`src/rtl/bit_scan_engine.sv`:
```
// bit_scan_engine: self-sequenced bit-scan datapath.
// Loads an operand into y and walks index s over it with a programmable
// stride and direction, folding each visited bit b = y[s] into an accumulator.
// Modes: COUNT (popcount), FIRST (lowest set index), LAST (highest set index),
// SUMIDX (sum of indices of set bits, mod 2^WIDTH).
//
// Handshake: start is sampled only when busy=0 (state IDLE). An accepted start
// latches x, mode and step. busy stays high from the edge that accepted start
// until the scan has finished. done is a one-cycle pulse that is raised on the
// first cycle back in IDLE; result and found are valid from that cycle and hold
// until the next accepted start. A start during that done cycle is accepted.
module bit_scan_engine #(
    parameter int WIDTH = 8
) (
    input  logic                      clk,
    input  logic                      rst,
    input  logic                      start,
    input  logic [1:0]                mode,
    input  logic [$clog2(WIDTH)-1:0]  step,
    input  logic [WIDTH-1:0]          x,
    output logic                      busy,
    output logic                      done,
    output logic [WIDTH-1:0]          result,
    output logic                      found,
    output logic [WIDTH-1:0]          y,
    output logic [$clog2(WIDTH)-1:0]  s,
    output logic                      b
);
    localparam int IW = $clog2(WIDTH);
    localparam logic [IW:0]   MAX_IDX = (IW+1)'(WIDTH - 1);
    localparam logic [1:0]    M_COUNT  = 2'd0;
    localparam logic [1:0]    M_FIRST  = 2'd1;
    localparam logic [1:0]    M_LAST   = 2'd2;
    localparam logic [1:0]    M_SUMIDX = 2'd3;

    typedef enum logic [1:0] {IDLE, SCAN, DONE} state_t;

    state_t          state_q, state_d;
    logic [1:0]      mode_q;
    logic [IW-1:0]   st;
    logic [WIDTH-1:0] acc;
    logic            hit;
    logic [IW:0]     next_idx;
    logic            is_search;
    logic            hit_now;
    logic            end_of_scan;

    assign b         = y[s];
    assign busy      = (state_q != IDLE);
    assign is_search = (mode_q == M_FIRST) || (mode_q == M_LAST);
    // Ascending next index is one bit wider so overrun is visible instead of wrapping.
    assign next_idx  = {1'b0, s} + {1'b0, st};

    // State register.
    always_ff @(posedge clk) begin
        if (rst) state_q <= IDLE;
        else     state_q <= state_d;
    end

    // Next-state logic, including terminating-hit and end-of-range detection.
    always_comb begin
        state_d     = state_q;
        hit_now     = 1'b0;
        end_of_scan = 1'b0;
        case (state_q)
            IDLE: if (start) state_d = SCAN;
            SCAN: begin
                hit_now = is_search && b;
                if (mode_q == M_LAST) end_of_scan = (st > s);
                else                  end_of_scan = (next_idx > MAX_IDX);
                if (hit_now || end_of_scan) state_d = DONE;
            end
            DONE: state_d = IDLE;
            default: state_d = IDLE;
        endcase
    end

    // Datapath: operand/index registers, accumulator, and registered results.
    always_ff @(posedge clk) begin
        if (rst) begin
            y      <= '0;
            s      <= '0;
            mode_q <= M_COUNT;
            st     <= '0;
            acc    <= '0;
            hit    <= 1'b0;
            result <= '0;
            found  <= 1'b0;
            done   <= 1'b0;
        end else begin
            done <= 1'b0;
            case (state_q)
                IDLE: begin
                    if (start) begin
                        y      <= x;
                        mode_q <= mode;
                        st     <= (step == '0) ? IW'(1) : step;
                        acc    <= '0;
                        hit    <= 1'b0;
                        s      <= (mode == M_LAST) ? IW'(WIDTH - 1) : '0;
                    end
                end
                SCAN: begin
                    case (mode_q)
                        M_COUNT:  acc <= acc + WIDTH'(b);
                        M_SUMIDX: if (b) acc <= acc + WIDTH'(s);
                        default: begin
                            if (b) begin
                                acc <= WIDTH'(s);
                                hit <= 1'b1;
                            end
                        end
                    endcase
                    // s stays on the last visited position once the scan ends.
                    if (!(hit_now || end_of_scan)) begin
                        if (mode_q == M_LAST) s <= s - st;
                        else                  s <= next_idx[IW-1:0];
                    end
                end
                DONE: begin
                    result <= acc;
                    found  <= is_search ? hit : (acc != '0);
                    done   <= 1'b1;
                end
                default: ;
            endcase
        end
    end
endmodule

```
`config.mk`:
```
export PLATFORM = sky130hd
export DESIGN_NAME = bit_scan_engine
export DESIGN_NICKNAME = d
export VERILOG_FILES = /design/src/rtl/bit_scan_engine.sv
export SDC_FILE = /design/constraint.sdc
export NUM_CORES = 1
export LEC_CHECK = 0
export CELL_PAD_IN_SITES_DETAIL_PLACEMENT = 1
export CELL_PAD_IN_SITES_GLOBAL_PLACEMENT = 2
export CORE_UTILIZATION = 30
export CTS_CLUSTER_SIZE = 8
export DETAILED_ROUTE_END_ITERATION = 6
export HOLD_SLACK_MARGIN = 0.12
export PLACE_DENSITY = 0.85
export REMOVE_ABC_BUFFERS = 1
export SETUP_SLACK_MARGIN = 0.1
export SLEW_MARGIN = 20
export SYNTH_ARGS = -nofsm -noshare
export SYNTH_HDL_FRONTEND = slang
export SYNTH_SLANG_ARGS = --single-unit
```
`constraint.sdc`:
```
create_clock -name clk -period 3.5 [get_ports clk]
set_input_delay 0.525 -clock clk [delete_from_list [all_inputs] [get_ports clk]]
set_output_delay 0.525 -clock clk [all_outputs]
set_load 0.1 [all_outputs]
```
=== Word-level counts from Yosys, hierarchy flattened ===
Index checks and enable logic that the tools add are counted.

* Bits in registers: 37
* Input port bits: 16
* Word-level logic and storage cells: 72

* Add/sub/neg operators: 4
* Order comparisons: 3
* Equality and inequality tests: 13
* Muxes and demuxes: 26
* Reduce and logical (&&, ||, !) cells: 16

{| class="wikitable"
|+ Operator list
! cell !! count
|-
| 8-bit case mux with 2 select lines || 2
|-
| 8-bit two-way mux || 3
|-
| 3-bit two-way mux || 5
|-
| 1-bit two-way mux || 10
|-
| 2-bit inequality test (second input constant) || 5
|-
| 8-bit by 1-bit adder with 8-bit output || 1
|-
| 8-bit by 3-bit adder with 8-bit output || 1
|-
| 2-bit equality test (second input constant) || 4
|-
| 4-bit AND reduction || 2
|-
| 8-bit nonzero test || 1
|-
| 3-bit case mux with 2 select lines || 1
|-
| 3-bit by 3-bit adder with 4-bit output || 1
|-
| 2-bit by 1-bit equality test with 1-bit output (second input constant) || 2
|-
| 4-bit by 3-bit greater-than comparator with 1-bit output (second input constant) || 1
|-
| 2-bit zero test || 2
|-
| 3-bit by 4-bit < comparator with 1-bit output (second input constant) || 1
|-
| 2-bit two-way mux || 2
|-
| 2-bit case mux with 2 select lines || 1
|-
| 2-bit AND reduction || 2
|-
| 2-bit nonzero test || 2
|-
| 1-bit binary-select mux with 3-bit select || 1
|-
| 3-bit greater-than comparator || 1
|-
| 3-bit zero test || 1
|-
| 1-bit logical OR || 3
|-
| 7 further kinds || 7
|}

=== Longest topological paths before layout ===
* Word-level depth: 8
* Gate-level depth with buffers: 11

=== Worst setup path before layout ===
OpenSTA, ideal clock, no wires.

* Kind: flip-flop to flip-flop
* Start point: register s[0]
* End point: register acc[6]
* Setup time: 0.114 ns
* Arrival time: 3.391 ns
* Required time: 3.386 ns
* Slack: -0.005 ns
* Stages on the path, launching flop included: 11
* Cell sequence: dfxtp_1 > mux4_1 > mux2_4 > nor2_1 > a21oi_1 > ha_1 > fa_1 > a21o_1 > nand4_1 > o31ai_1 > a21o_1

* Longest elaborated chain between the ends: 5
* Elaborated cells on any way between the ends: 10

{| class="wikitable"
|+ Ends and longest elaborated chain
! element !! RTL line !! RTL
|-
| from (decl) || 26 || <nowiki>output logic [$clog2(WIDTH)-1:0] s,</nowiki>
|-
| from (signal assigned) || 100 || <nowiki>s <= (mode == M_LAST) ? IW'(WIDTH - 1) : '0;</nowiki>
|-
| from (signal assigned) || 116 || <nowiki>if (mode_q == M_LAST) s <= s - st;</nowiki>
|-
| from (signal assigned) || 117 || <nowiki>else s <= next_idx[IW-1:0];</nowiki>
|-
| 1-bit binary-select mux with 3-bit select * || 48 || <nowiki>assign b = y[s];</nowiki>
|-
| 1-bit two-way mux (implied by the code) * || 48 ||
|-
| named net b || 27 || <nowiki>output logic b</nowiki>
|-
| 8-bit by 1-bit adder with 8-bit output || 105 || <nowiki>M_COUNT: acc <= acc + WIDTH'(b);</nowiki>
|-
| 8-bit case mux with 2 select lines || 104 || <nowiki>case (mode_q)</nowiki>
|-
| 8-bit case mux with 2 select lines || 92 || <nowiki>case (state_q)</nowiki>
|-
| to (signal assigned) || 105 ||
|-
| to (signal assigned) || 106 || <nowiki>M_SUMIDX: if (b) acc <= acc + WIDTH'(s);</nowiki>
|-
| to (signal assigned) || 109 || <nowiki>acc <= WIDTH'(s);</nowiki>
|-
| to (decl) || 41 || <nowiki>logic [WIDTH-1:0] acc;</nowiki>
|}

The timed path passes the listed nets; every way through them passes the cells marked *. The select of a mux whose other input is x is not followed.
A chain may end at the register's enable or synchronous reset.

=== Worst setup path in the final report ===
* Start point: register s[0]
* End point: register acc[6]

* Longest elaborated chain between the ends: 5
* Elaborated cells on any way between the ends: 10

{| class="wikitable"
|+ Ends and longest elaborated chain
! element !! RTL line
|-
| 1-bit binary-select mux with 3-bit select || 48
|-
| 1-bit two-way mux (implied by the code) || 48
|-
| 8-bit by 1-bit adder with 8-bit output || 105
|-
| 8-bit case mux with 2 select lines || 104
|-
| 8-bit case mux with 2 select lines || 92
|}

Parallel ways exist; a longest one is shown, timed or not. The select of a mux whose other input is x is not followed.

==> impl_results.md <==
* Crit path arrival time at 2990 ps
* Most common cell in the netlist: nand2_1
* Status: complete, no violations
* R2R Setup Slk at around 700 ps
* Worst-skew pair later-pin latency at 290 ps
* Synth Cell Area at roughly 1900 µm²
* CTS Buf Count at 5
* Maximum clock path buffer count at 2
* Syn. warnings at 0
* Vias in the first global route at 1744
* Number of clock sinks at 37
* Endpoints failing hold at 0
* Most used DFF post-synth: dfxtp_1
* WL final at 5062 µm
* RePlAce Congestion at around 0.8
* Core ar. at approximately 6000 µm²
* Final Setup Violations at 0
* Leak pwr at about 0.001 µW
* CTS tree: built
* Main area contributors after synthesis: dfxtp_1 39%, nand2_1 9.4%, ha_1 7.9%, a21oi_1 7.3%, fa_1 3.1%
* Setup Fix Bufs, Post-CTS at 0
* Slew at the pin closest to its max-slew limit at between 900 and 1000 ps
* Nets at 294
* Die H at 81.73 µm
* DRC viols at 0
* Top-level port count at 39
* DR vias/cell at ~5
* Top-area cell type share of the netlist area at 38.85%
* Starting DRT DRC Count at 58
* Port Buffers at 38
* Post-CTS sizing at 0
* Core Util, Final at around two fifths
* CTS root buf: clkbuf_8
* Largest net degree at the start of global routing at 31
* Synth Instances at 226
* Chip width at slightly above 80 µm
* Hold path depth at 2
* Rows at 28
* VDD IR max at between 0.2 and 0.3 mV
* Hold Path Class: reg -> reg
* Initial antenna violation count at 0
* Vias at about 1700
* Critical Path Start Type: flip-flop
* Hold buffer count at cts at 0
* Slew Limit Fails at 0
* Sequential element share of the synthesized area at 38.85%
* Full die area at roughly 6700 µm²
* Detailed Routing Iterations Pass 1 at 4
* Synthesis-stage register bit count at 37
* Syn avg cell area at 8.437 µm²
* Worst setup path category: reg -> reg
* Worst-path clk slew at about 80 ps
* Layout area overhead at 30.64%
* # diodes at 0
* CP max FO at 7
* Worst Hold Launch: result[1]$_SDFFE_PP0P_
* Critical R2R Launch: s[0]$_SDFFE_PP0P_
* Crit path capture type: flip-flop
* Final Critical Period at between 2000 and 3000 ps
* Post-DR wirelength/cell at ~15 µm
* Endpoint of the worst register-to-register path: acc[6]$_SDFFE_PP0P_
* Max-cap violations at 0
* H-Tree Depth at 2
* Fmax at about 360 MHz
* Most frequent cells after synthesis: 48 x nand2_1, 37 x dfxtp_1, 28 x a21oi_1
* Layout cells sized above 1 at 6.818%
* Total power at 1199 µW
* First-pass GRT wire length at ~8400 µm
* Total Routing Usage GR at between 10% and 20%
* Fraction of registers with async set/reset at 0%
* Leading area contributor after synthesis: dfxtp_1
* Clock skew at between 5 and 6 ps
* Crit path required time at about 3700 ps
* Worst hold endpoint: result[1]$_SDFFE_PP0P_
* Initial Utilization at 31.64%
* Period utilization at 80.06%
* Worst Reg2Reg Path Length in Cells at 10
* Total gr overflow at 0
* Number of synthesized flops with an enable pin at 0
* DP HPWL at ~3800 µm
* Post-route ant nets at 0
* RSZ-0062 raised after global routing: false
* Worst slew margin at between 30% and 40%
* PD cells at a little under 500 nW/µm²
* Synth cell types at 33
## layout make-up
type | count | area, µm²
Fill cell | 745 | 3535
Multi-Input combinational cell | 167 | 1084
Sequential cell | 37 | 740.7
Timing Repair Buffer | 41 | 397.9
Tap cell | 75 | 93.84
Clock buffer | 5 | 68.82
Clock inverter | 3 | 65.06
Inverter | 11 | 41.29
## cells in the final DEF, fill, tap and decap left out, types with 3 or more instances in the layout
cell and n:
a21o_1 6, a21oi_1 28, a221oi_1 3, and2_1 4
buf_4 5, clkbuf_8 5, clkdlybuf4s50_1 36, dfxtp_1 37
fa_1 3, ha_1 12, inv_1 11, mux2i_1 3
nand2_1 48, nand2b_1 4, nand3_1 5, nor2_1 10
nor2b_1 5, nor3_1 5, o21ai_0 5, o2bb2ai_1 3
o31ai_1 3
## where the power goes
part	switching, µW	total [µW]	internal (µW)
registers	25.9	465	439
logic	202	297	94.5
clock network	154	437	283
total	382	1200	817
## critical path: stages (launching register included)
cell,delay (ps)
dfxtp_1,460
mux4_1,590
mux2_4,330
nor2_1,100
a21oi_1,50
ha_1,210
fa_1,410
a21o_1,210
nand4_1,110
o31ai_1,90
a21o_1,150
## worst max-delay path by stage
stage                            from             endpoint  slack (ps)  cells past startpoint
finish              s[0]$_SDFFE_PP0P_  acc[6]$_SDFFE_PP0P_         700                     10
global route        s[0]$_SDFFE_PP0P_  acc[6]$_SDFFE_PP0P_         530                     11
CTS                 s[0]$_SDFFE_PP0P_  acc[6]$_SDFFE_PP0P_         680                     10
detailed placement  s[0]$_SDFFE_PP0P_  acc[6]$_SDFFE_PP0P_         690                     10
global placement    s[0]$_SDFFE_PP0P_  acc[6]$_SDFFE_PP0P_         790                     10
floorplan           s[0]$_SDFFE_PP0P_  acc[6]$_SDFFE_PP0P_          -5                     10
## registers in the layout, summed over array words and instances, names as in the netlist
| register | cells |
|---|---|
| acc | 8 |
| done | 1 |
| found | 1 |
| hit | 1 |
| mode_q | 2 |
| result | 8 |
| s | 3 |
| st | 3 |
| state_q | 2 |
| y | 8 |
## per-stage QoR
stage          hold slack, ps  setup WS (ps)  instances  cell area (µm²)  TNS, ps
6_report                458.7          698.0        339             2491        0
5_1_grt                 485.0          528.8        339             2491        0
4_1_cts                 461.1          678.5        339             2491        0
3_5_place_dp            450.8          693.8        331             2357        0
3_3_place_gp            447.1          794.2        331             2357        0
2_1_floorplan           447.0         -4.573        215             1866   -4.573
## layer usage
layer  vias up  share of wire, %  track usage (%)  wire length, µm
met1       819                48            21.82             2455
li1        847                 -                -                -
met5         -                 0                0                0
met3         5               3.0            3.000              151
met4         0              0.97            4.211               49
met2        25                48            27.93             2406
## kinds of logic (layout without fill, tap and decap cells)
group	count (synthesis)	in the layout	synth area share [%]
AND/OR/NAND/NOR	88	88	21.26
AO/OA/AOI/OAI	56	56	18.50
flip-flops	37	37	38.85
buffers and inverters	22	60	4.331
adder cells (fa/ha/maj)	15	15	11.02
multiplexers	6	6	5.118
XOR/XNOR	2	2	0.9188
Note: power is estimated with default switching activity, not from simulation.
